**src/rtl/sprite_fetcher_pkg.sv**
```systemverilog
// Shared sprite types: active-list entry layouts, fetch FSM states and pixel constants.
package sprite_fetcher_pkg;

  localparam int unsigned ADDR_W     = 18;
  localparam int unsigned LB_W       = 11;
  localparam int unsigned IDX_W      = 9;
  localparam int unsigned TC_W       = 13;
  localparam int unsigned TILE_PIX   = 16;
  localparam logic [3:0]  TRANSPARENT = 4'h0;

  typedef struct packed {
    logic              x_flip;
    logic [TC_W-1:0]   tile_count;
    logic [ADDR_W-1:0] tilemap_addr;
  } active_tilemap_addr_t;

  typedef struct packed {
    logic [2:0]        unused;
    logic [LB_W-1:0]   lb_addr;
    logic [ADDR_W-1:0] tile_bitmap_addr;
  } active_bitmap_addr_t;

  typedef enum logic [3:0] {
    ST_IDLE,
    ST_INDEX,
    ST_LATCH,
    ST_TMAP_REQ,
    ST_TMAP_WAIT,
    ST_BMAP_REQ,
    ST_BMAP_WAIT,
    ST_DRAW,
    ST_DONE
  } fetch_state_t;

  // Flipped sprites walk their tilemap from the last tile backwards.
  function automatic logic [TC_W-1:0] tile_eff(input logic x_flip,
                                               input logic [TC_W-1:0] tile_count,
                                               input logic [TC_W-1:0] t);
    return x_flip ? TC_W'(tile_count - t) : t;
  endfunction

endpackage

```
**src/rtl/sprite_fetcher.sv**
```systemverilog
// Walks the per-line active sprite list, fetches tilemap/bitmap words and writes
// pixel-doubled pixels to the back line buffer. Optional stats: SPRITE_FETCH_STATS_EN.
module sprite_fetcher
  import sprite_fetcher_pkg::*;
(
  input  logic                 clk_draw,
  input  logic                 rst_draw,
  input  logic                 line,
  output logic [IDX_W-1:0]     sprite_index,
  input  logic                 valid,
  input  active_tilemap_addr_t tilemap_addr,
  input  active_bitmap_addr_t  bitmap_addr,
  output logic                 mem_req,
  output logic [ADDR_W-1:0]    mem_addr,
  input  logic                 mem_ready,
  input  logic                 mem_rvalid,
  input  logic [31:0]          mem_rdata,
  output logic                 lb_we,
  output logic [LB_W-1:0]      lb_addr,
  output logic [7:0]           lb_data,
  output logic                 busy
`ifdef SPRITE_FETCH_STATS_EN
  ,
  output logic [15:0]          overrun_count,
  output logic [15:0]          last_cycles
`endif
);

  fetch_state_t      state_q, state_d;
  logic [IDX_W-1:0]  sprite_index_d;
  logic              mem_req_d, lb_we_d, busy_d;
  logic [ADDR_W-1:0] mem_addr_d;
  logic [LB_W-1:0]   lb_addr_d;
  logic [7:0]        lb_data_d;
  logic              x_flip_q, x_flip_d;
  logic [TC_W-1:0]   tile_count_q, tile_count_d, t_q, t_d;
  logic [ADDR_W-1:0] tmap_base_q, tmap_base_d, bmap_base_q, bmap_base_d;
  logic [LB_W-1:0]   screen_x_q, screen_x_d;
  logic [3:0]        palette_q, palette_d, k_q, k_d, nib;
  logic [31:0]       pix_word_q, pix_word_d;
  logic              discard_q, discard_d;
  logic              accept, take;
  logic              unused_bits;

  assign unused_bits = ^bitmap_addr.unused;

  always_ff @(posedge clk_draw or posedge rst_draw) begin
    if (rst_draw) begin
      state_q      <= ST_IDLE;
      sprite_index <= '0;
      mem_req      <= 1'b0;
      mem_addr     <= '0;
      lb_we        <= 1'b0;
      lb_addr      <= '0;
      lb_data      <= '0;
      busy         <= 1'b0;
      x_flip_q     <= 1'b0;
      tile_count_q <= '0;
      t_q          <= '0;
      tmap_base_q  <= '0;
      bmap_base_q  <= '0;
      screen_x_q   <= '0;
      palette_q    <= '0;
      k_q          <= '0;
      pix_word_q   <= '0;
      discard_q    <= 1'b0;
    end else begin
      state_q      <= state_d;
      sprite_index <= sprite_index_d;
      mem_req      <= mem_req_d;
      mem_addr     <= mem_addr_d;
      lb_we        <= lb_we_d;
      lb_addr      <= lb_addr_d;
      lb_data      <= lb_data_d;
      busy         <= busy_d;
      x_flip_q     <= x_flip_d;
      tile_count_q <= tile_count_d;
      t_q          <= t_d;
      tmap_base_q  <= tmap_base_d;
      bmap_base_q  <= bmap_base_d;
      screen_x_q   <= screen_x_d;
      palette_q    <= palette_d;
      k_q          <= k_d;
      pix_word_q   <= pix_word_d;
      discard_q    <= discard_d;
    end
  end

  always_comb begin
    state_d        = state_q;
    sprite_index_d = sprite_index;
    mem_req_d      = mem_req;
    mem_addr_d     = mem_addr;
    lb_we_d        = 1'b0;
    lb_addr_d      = lb_addr;
    lb_data_d      = lb_data;
    x_flip_d       = x_flip_q;
    tile_count_d   = tile_count_q;
    t_d            = t_q;
    tmap_base_d    = tmap_base_q;
    bmap_base_d    = bmap_base_q;
    screen_x_d     = screen_x_q;
    palette_d      = palette_q;
    k_d            = k_q;
    pix_word_d     = pix_word_q;
    discard_d      = discard_q && !mem_rvalid;
    accept         = mem_req && mem_ready;
    take           = mem_rvalid && !discard_q;
    nib            = x_flip_q ? pix_word_q[31:28] : pix_word_q[3:0];

    case (state_q)
      ST_INDEX: state_d = ST_LATCH;
      ST_LATCH: begin
        if (!valid) begin
          state_d = ST_DONE;
        end else begin
          x_flip_d     = tilemap_addr.x_flip;
          tile_count_d = tilemap_addr.tile_count;
          tmap_base_d  = tilemap_addr.tilemap_addr;
          bmap_base_d  = bitmap_addr.tile_bitmap_addr;
          screen_x_d   = bitmap_addr.lb_addr;
          t_d          = '0;
          mem_addr_d   = tilemap_addr.tilemap_addr + ADDR_W'(tile_eff(tilemap_addr.x_flip,
                                                      tilemap_addr.tile_count, '0));
          // A stale read from an aborted walk must return before the next request.
          mem_req_d    = !discard_d;
          state_d      = ST_TMAP_REQ;
        end
      end
      ST_TMAP_REQ, ST_BMAP_REQ: begin
        if (accept) begin
          mem_req_d = 1'b0;
          state_d   = (state_q == ST_TMAP_REQ) ? ST_TMAP_WAIT : ST_BMAP_WAIT;
        end else if (!mem_req && !discard_q) begin
          mem_req_d = 1'b1;
        end
      end
      ST_TMAP_WAIT: begin
        if (take) begin
          palette_d  = mem_rdata[15:12];
          mem_addr_d = bmap_base_q + ADDR_W'(mem_rdata[8:0]);
          mem_req_d  = 1'b1;
          state_d    = ST_BMAP_REQ;
        end
      end
      ST_BMAP_WAIT: begin
        if (take) begin
          pix_word_d = mem_rdata;
          k_d        = '0;
          state_d    = ST_DRAW;
        end
      end
      ST_DRAW: begin
        // Each nibble covers two screen pixels; shift after the second.
        lb_we_d   = (nib != TRANSPARENT);
        lb_addr_d = screen_x_q + LB_W'({t_q, 4'b0000}) + LB_W'(k_q);
        lb_data_d = {palette_q, nib};
        k_d       = k_q + 4'd1;
        if (k_q[0]) begin
          pix_word_d = x_flip_q ? {pix_word_q[27:0], 4'h0} : {4'h0, pix_word_q[31:4]};
        end
        if (k_q == 4'(TILE_PIX - 1)) begin
          if (t_q != tile_count_q) begin
            t_d        = t_q + TC_W'(1);
            mem_addr_d = tmap_base_q + ADDR_W'(tile_eff(x_flip_q, tile_count_q,
                                                         t_q + TC_W'(1)));
            mem_req_d  = 1'b1;
            state_d    = ST_TMAP_REQ;
          end else if (sprite_index == {IDX_W{1'b1}}) begin
            state_d = ST_DONE;
          end else begin
            sprite_index_d = sprite_index + IDX_W'(1);
            state_d        = ST_INDEX;
          end
        end
      end
      default: ;
    endcase

    if (line) begin
      state_d        = ST_INDEX;
      sprite_index_d = '0;
      mem_req_d      = 1'b0;
      lb_we_d        = 1'b0;
      if (accept || (((state_q == ST_TMAP_WAIT) || (state_q == ST_BMAP_WAIT)) && !mem_rvalid))
        discard_d = 1'b1;
    end

    busy_d = !((state_d == ST_IDLE) || (state_d == ST_DONE));
  end

`ifdef SPRITE_FETCH_STATS_EN
  logic [15:0] cycle_cnt;

  // Per-line busy-cycle measurement and overrun tally.
  always_ff @(posedge clk_draw or posedge rst_draw) begin
    if (rst_draw) begin
      overrun_count <= '0;
      last_cycles   <= '0;
      cycle_cnt     <= '0;
    end else if (line) begin
      last_cycles <= cycle_cnt;
      cycle_cnt   <= '0;
      if (busy && (overrun_count != 16'hFFFF))
        overrun_count <= overrun_count + 16'd1;
    end else if (busy && (cycle_cnt != 16'hFFFF)) begin
      cycle_cnt <= cycle_cnt + 16'd1;
    end
  end
`endif

endmodule

```
**config.mk**
```make
export PLATFORM = sky130hd
export DESIGN_NAME = sprite_fetcher
export DESIGN_NICKNAME = d
export VERILOG_FILES = /design/src/rtl/sprite_fetcher_pkg.sv /design/src/rtl/sprite_fetcher.sv
export SDC_FILE = /design/constraint.sdc
export NUM_CORES = 1
export LEC_CHECK = 0
export BUFFER_PORTS_ARGS = -buffer_cell sky130_fd_sc_hd__buf_2
export CORE_AREA = 2 2 145 147
export DETAILED_ROUTE_END_ITERATION = 7
export DIE_AREA = 0 0 147 149
export GPL_TIMING_DRIVEN = 0
export HOLD_SLACK_MARGIN = 0.12
export PLACE_DENSITY = 0.74
export REMOVE_ABC_BUFFERS = 1
export SLEW_MARGIN = 10
export SYNTH_ARGS = -nofsm -noshare
export SYNTH_HDL_FRONTEND = slang
export SYNTH_SLANG_ARGS = --single-unit
```
**constraint.sdc**
```tcl
create_clock -name clk_draw -period 7.27 [get_ports clk_draw]
set_input_delay 1.0905 -clock clk_draw [delete_from_list [all_inputs] [get_ports clk_draw]]
set_output_delay 1.0905 -clock clk_draw [all_outputs]
set_load 0.005 [all_outputs]
```
==> metrics.md <==
| Metric | Value |
|---|---|
| Status | complete, no violations |
| Cells on Worst Hold Path | 2 |
| Io pins | 151 |
| Worst path required time | 7.58 ns |
| Overall power | 4.90 mW |
| Max IR drop VDD | 0.211 mV |
| Hold WC Path Type | register to register |
| # H-tree levels | 4 |
| Cts hold-fix bufs | 0 |
| CP Class | register to register |
| Fin. Hold Viols | 0 |
| Full die area | 21900 µm² |
| Post-synth top flop | dfrtp_1 |
| Port Buf Inserts | 147 |
| TritonCTS Buffers | 17 |
| P per Cell Area | 387 nW/µm² |
| Clock Skew | 0.0117 ns |
| Die extent in y | 149 µm |
| Initial antenna violation count | 5 |
| Hpwl dp | 19.7 mm |
| Finished Layout Cells | 1578 |
| Leakage | 5.83 nW |
| Final Max Slew Viols | 0 |
| Clock Root Buffer | clkbuf_16 |
| Clock transition at the registers of the reported paths | 0.07 ns |
| Yosys cell types | 88 |
| Post-synthesis cell area | 11000 µm² |
| Post-Syn Area per Cell | 9.45 µm² |
| Post-synthesis sequential area ratio | 38.1% |
| Post-synth top area cell | dfrtp_1 |
| Critical Path AT | 5.33 ns |
| Detail Route Antenna Nets | 0 |
| CTS resizes | 0 |
| Cells after Synth | 1168 |
| RePlAce Congestion | 0.897 |
| Proportion of layout cells with a drive suffix above 1 | 21.7% |
| Final WL | 27.2 mm |
| Clk buf depth | 2 |
| Largest net degree at the start of global routing | 111 |
| RSZ-0062 raised after global routing | no |
| Worst Max-Slew Pin Slew | 0.868 ns |
| Average wire per standard cell | 17.2 µm |
| FF+latch count, synth | 168 |
| Die width | 147 µm |
| Worst reg2reg path depth | 18 |
| Ratio of final minimum period to clock period | 69.0% |
| TritonRoute pass-1 iters | 5 |
| Max Cap Violations | 0 |
| Insertion delay to the later sink of the worst-skew pair | 0.43 ns |
| Top-area cell type share of the netlist area | 38.1% |
| Vias in the first global route | 8751 |
| Dpl cells | 1543 |
| Core ar. | 20600 µm² |
| Share of synthesized registers carrying an async set or reset | 100% |
| Top cells by area, synth | dfrtp_1 (38%), ha_1 (7.3%), mux2_2 (6.1%) |
| Setup Fix Bufs, Post-CTS | 0 |
| CP max FO | 8 |
| Via count | 9177 |
| Slew headroom | 41.6% |
| Warning count from the yosys run | 0 |
| Area Overhead vs Synth | 14.7% |
| Final core occ | 61.5% |
| Clock Sink Count | 168 |
| Worst Setup End Kind | register |
| Remaining DRCs | 0 |
| Fmax | 199 MHz |
| Crit path launch type | register |
| DR vias/cell | 5.82 |
| Rows | 53 |
| Initial Util | 53.7% |
| DR iter-0 viols | 634 |
| CTS tree | yes |
| Min Tclk post-route | 5.01 ns |
| Gr ovfl total | 0 |
| Number of flops mapped to enable cells by yosys | 0 |
| GRT Resource Usage Total | 25.2% |
| Setup violators final | 0 |
| First-pass GRT wire length | 44.3 mm |
| Layout Nets | 1458 |
cell families after synthesis:
logic type / count (synthesis) / share of synthesized area [%]
XOR/XNOR: 83 / 6.59
flip-flops: 168 / 38.1
AO/OA/AOI/OAI: 307 / 17.8
AND/OR/NAND/NOR: 363 / 16.0
multiplexers: 103 / 10.1
buffers and inverters: 75 / 3.22
adder cells (fa/ha/maj): 69 / 8.16
cell usage in the layout, fill, tap and decap left out, drive strengths merged, types with 44 or more instances in the layout:
cell	n
ha	64
o21ai	114
xor2	44
mux2	64
a21oi	82
nor2	85
buf	152
dfrtp	168
nand2	136
synthesized netlist by cell type (11+ instances only):
master	n
a211oi_1	11
a21o_1	11
a21oi_1	80
a31oi_1	14
and2_1	16
and3_1	12
clkbuf_1	35
dfrtp_1	168
ha_1	64
inv_1	23
mux2_2	60
mux2i_1	39
nand2_1	135
nand2b_1	11
nand3_1	24
nand4_1	16
nor2_1	84
nor3_1	18
o21a_1	14
o21ai_0	96
o21ai_1	17
xnor2_1	39
xor2_1	44
state kept, by name (all words and copies together) (netlist names):
register      count
mem_req           1
lb_addr          11
screen_x_q       11
t_q              13
lb_we             1
busy              1
discard_q         1
bmap_base_q      18
mem_addr         18
state_q           4
pix_word_q       32
sprite_index      9
x_flip_q          1
k_q               4
palette_q         4
lb_data           8
tile_count_q     13
tmap_base_q      18
power breakdown:
group / total [mW] / switching, mW / leakage, nW / internal, mW
combinational: 2.33 / 1.23 / 3.38 / 1.10
clock: 0.972 / 0.412 / 0.306 / 0.561
sequential: 1.60 / 0.347 / 2.15 / 1.25
total: 4.90 / 1.98 / 5.83 / 2.92
stage by stage:
step	setup slack, ns	setup TNS [ns]	hold WS (ns)	cell area (µm²)
final	2.26	0	0.465	12700
after global routing	1.79	0	0.488	12600
after CTS	2.33	0	0.471	12600
after detailed placement	2.38	0	0.449	12000
after global placement	-0.391	-64.21	0.445	11800
after floorplan	1.63	0	0.435	10800
worst paths after layout:
| kind | start | endpoint | slack (ns) |
|---|---|---|---|
| max in group asynchronous | rst_draw | tile_count_q[5] | 5.68 |
| worst min register to register | palette_q[0] | lb_data[4] | 0.47 |
| worst min-delay path | palette_q[0] | lb_data[4] | 0.47 |
| min in group asynchronous | rst_draw | sprite_index[6] | 0.67 |
| worst max-delay path | t_q[0] | mem_addr[17] | 2.26 |
| worst max register to register | t_q[0] | mem_addr[17] | 2.26 |
worst max-delay path, stage by stage (launching register included):
cell and delay (ns):
dfrtp_1 0.49, ha_1 0.29, nand3_1 0.20, xor2_1 0.30, ha_1 0.32, o21ai_0 0.11, nor2_1 0.09, o41a_1 0.36
a41o_1 0.30, o41ai_2 0.27, mux2i_1 0.14, xnor2_1 0.38, ha_1 0.35, nand2_1 0.09, nor2_1 0.05, a211oi_1 0.62
a2111oi_0 0.23, nor3_1 0.22, a21oi_1 0.09
metal layers:
metal  GRT usage [%]  routed length, µm
met5               0                 24
met2            41.3              12800
met4            7.55                499
met3            6.12               1800
met1            33.5              12000
area by class of cell:
class	count	area, µm²
Sequential cell	168	4210
Inverter	23	93.8
Fill cell	1735	7910
Clock inverter	14	183
Multi-Input combinational cell	925	6510
Antenna cell	3	7.51
Tap cell	275	344
Timing Repair Buffer	152	866
Clock buffer	18	439
Power figures use the tool's default switching activity.
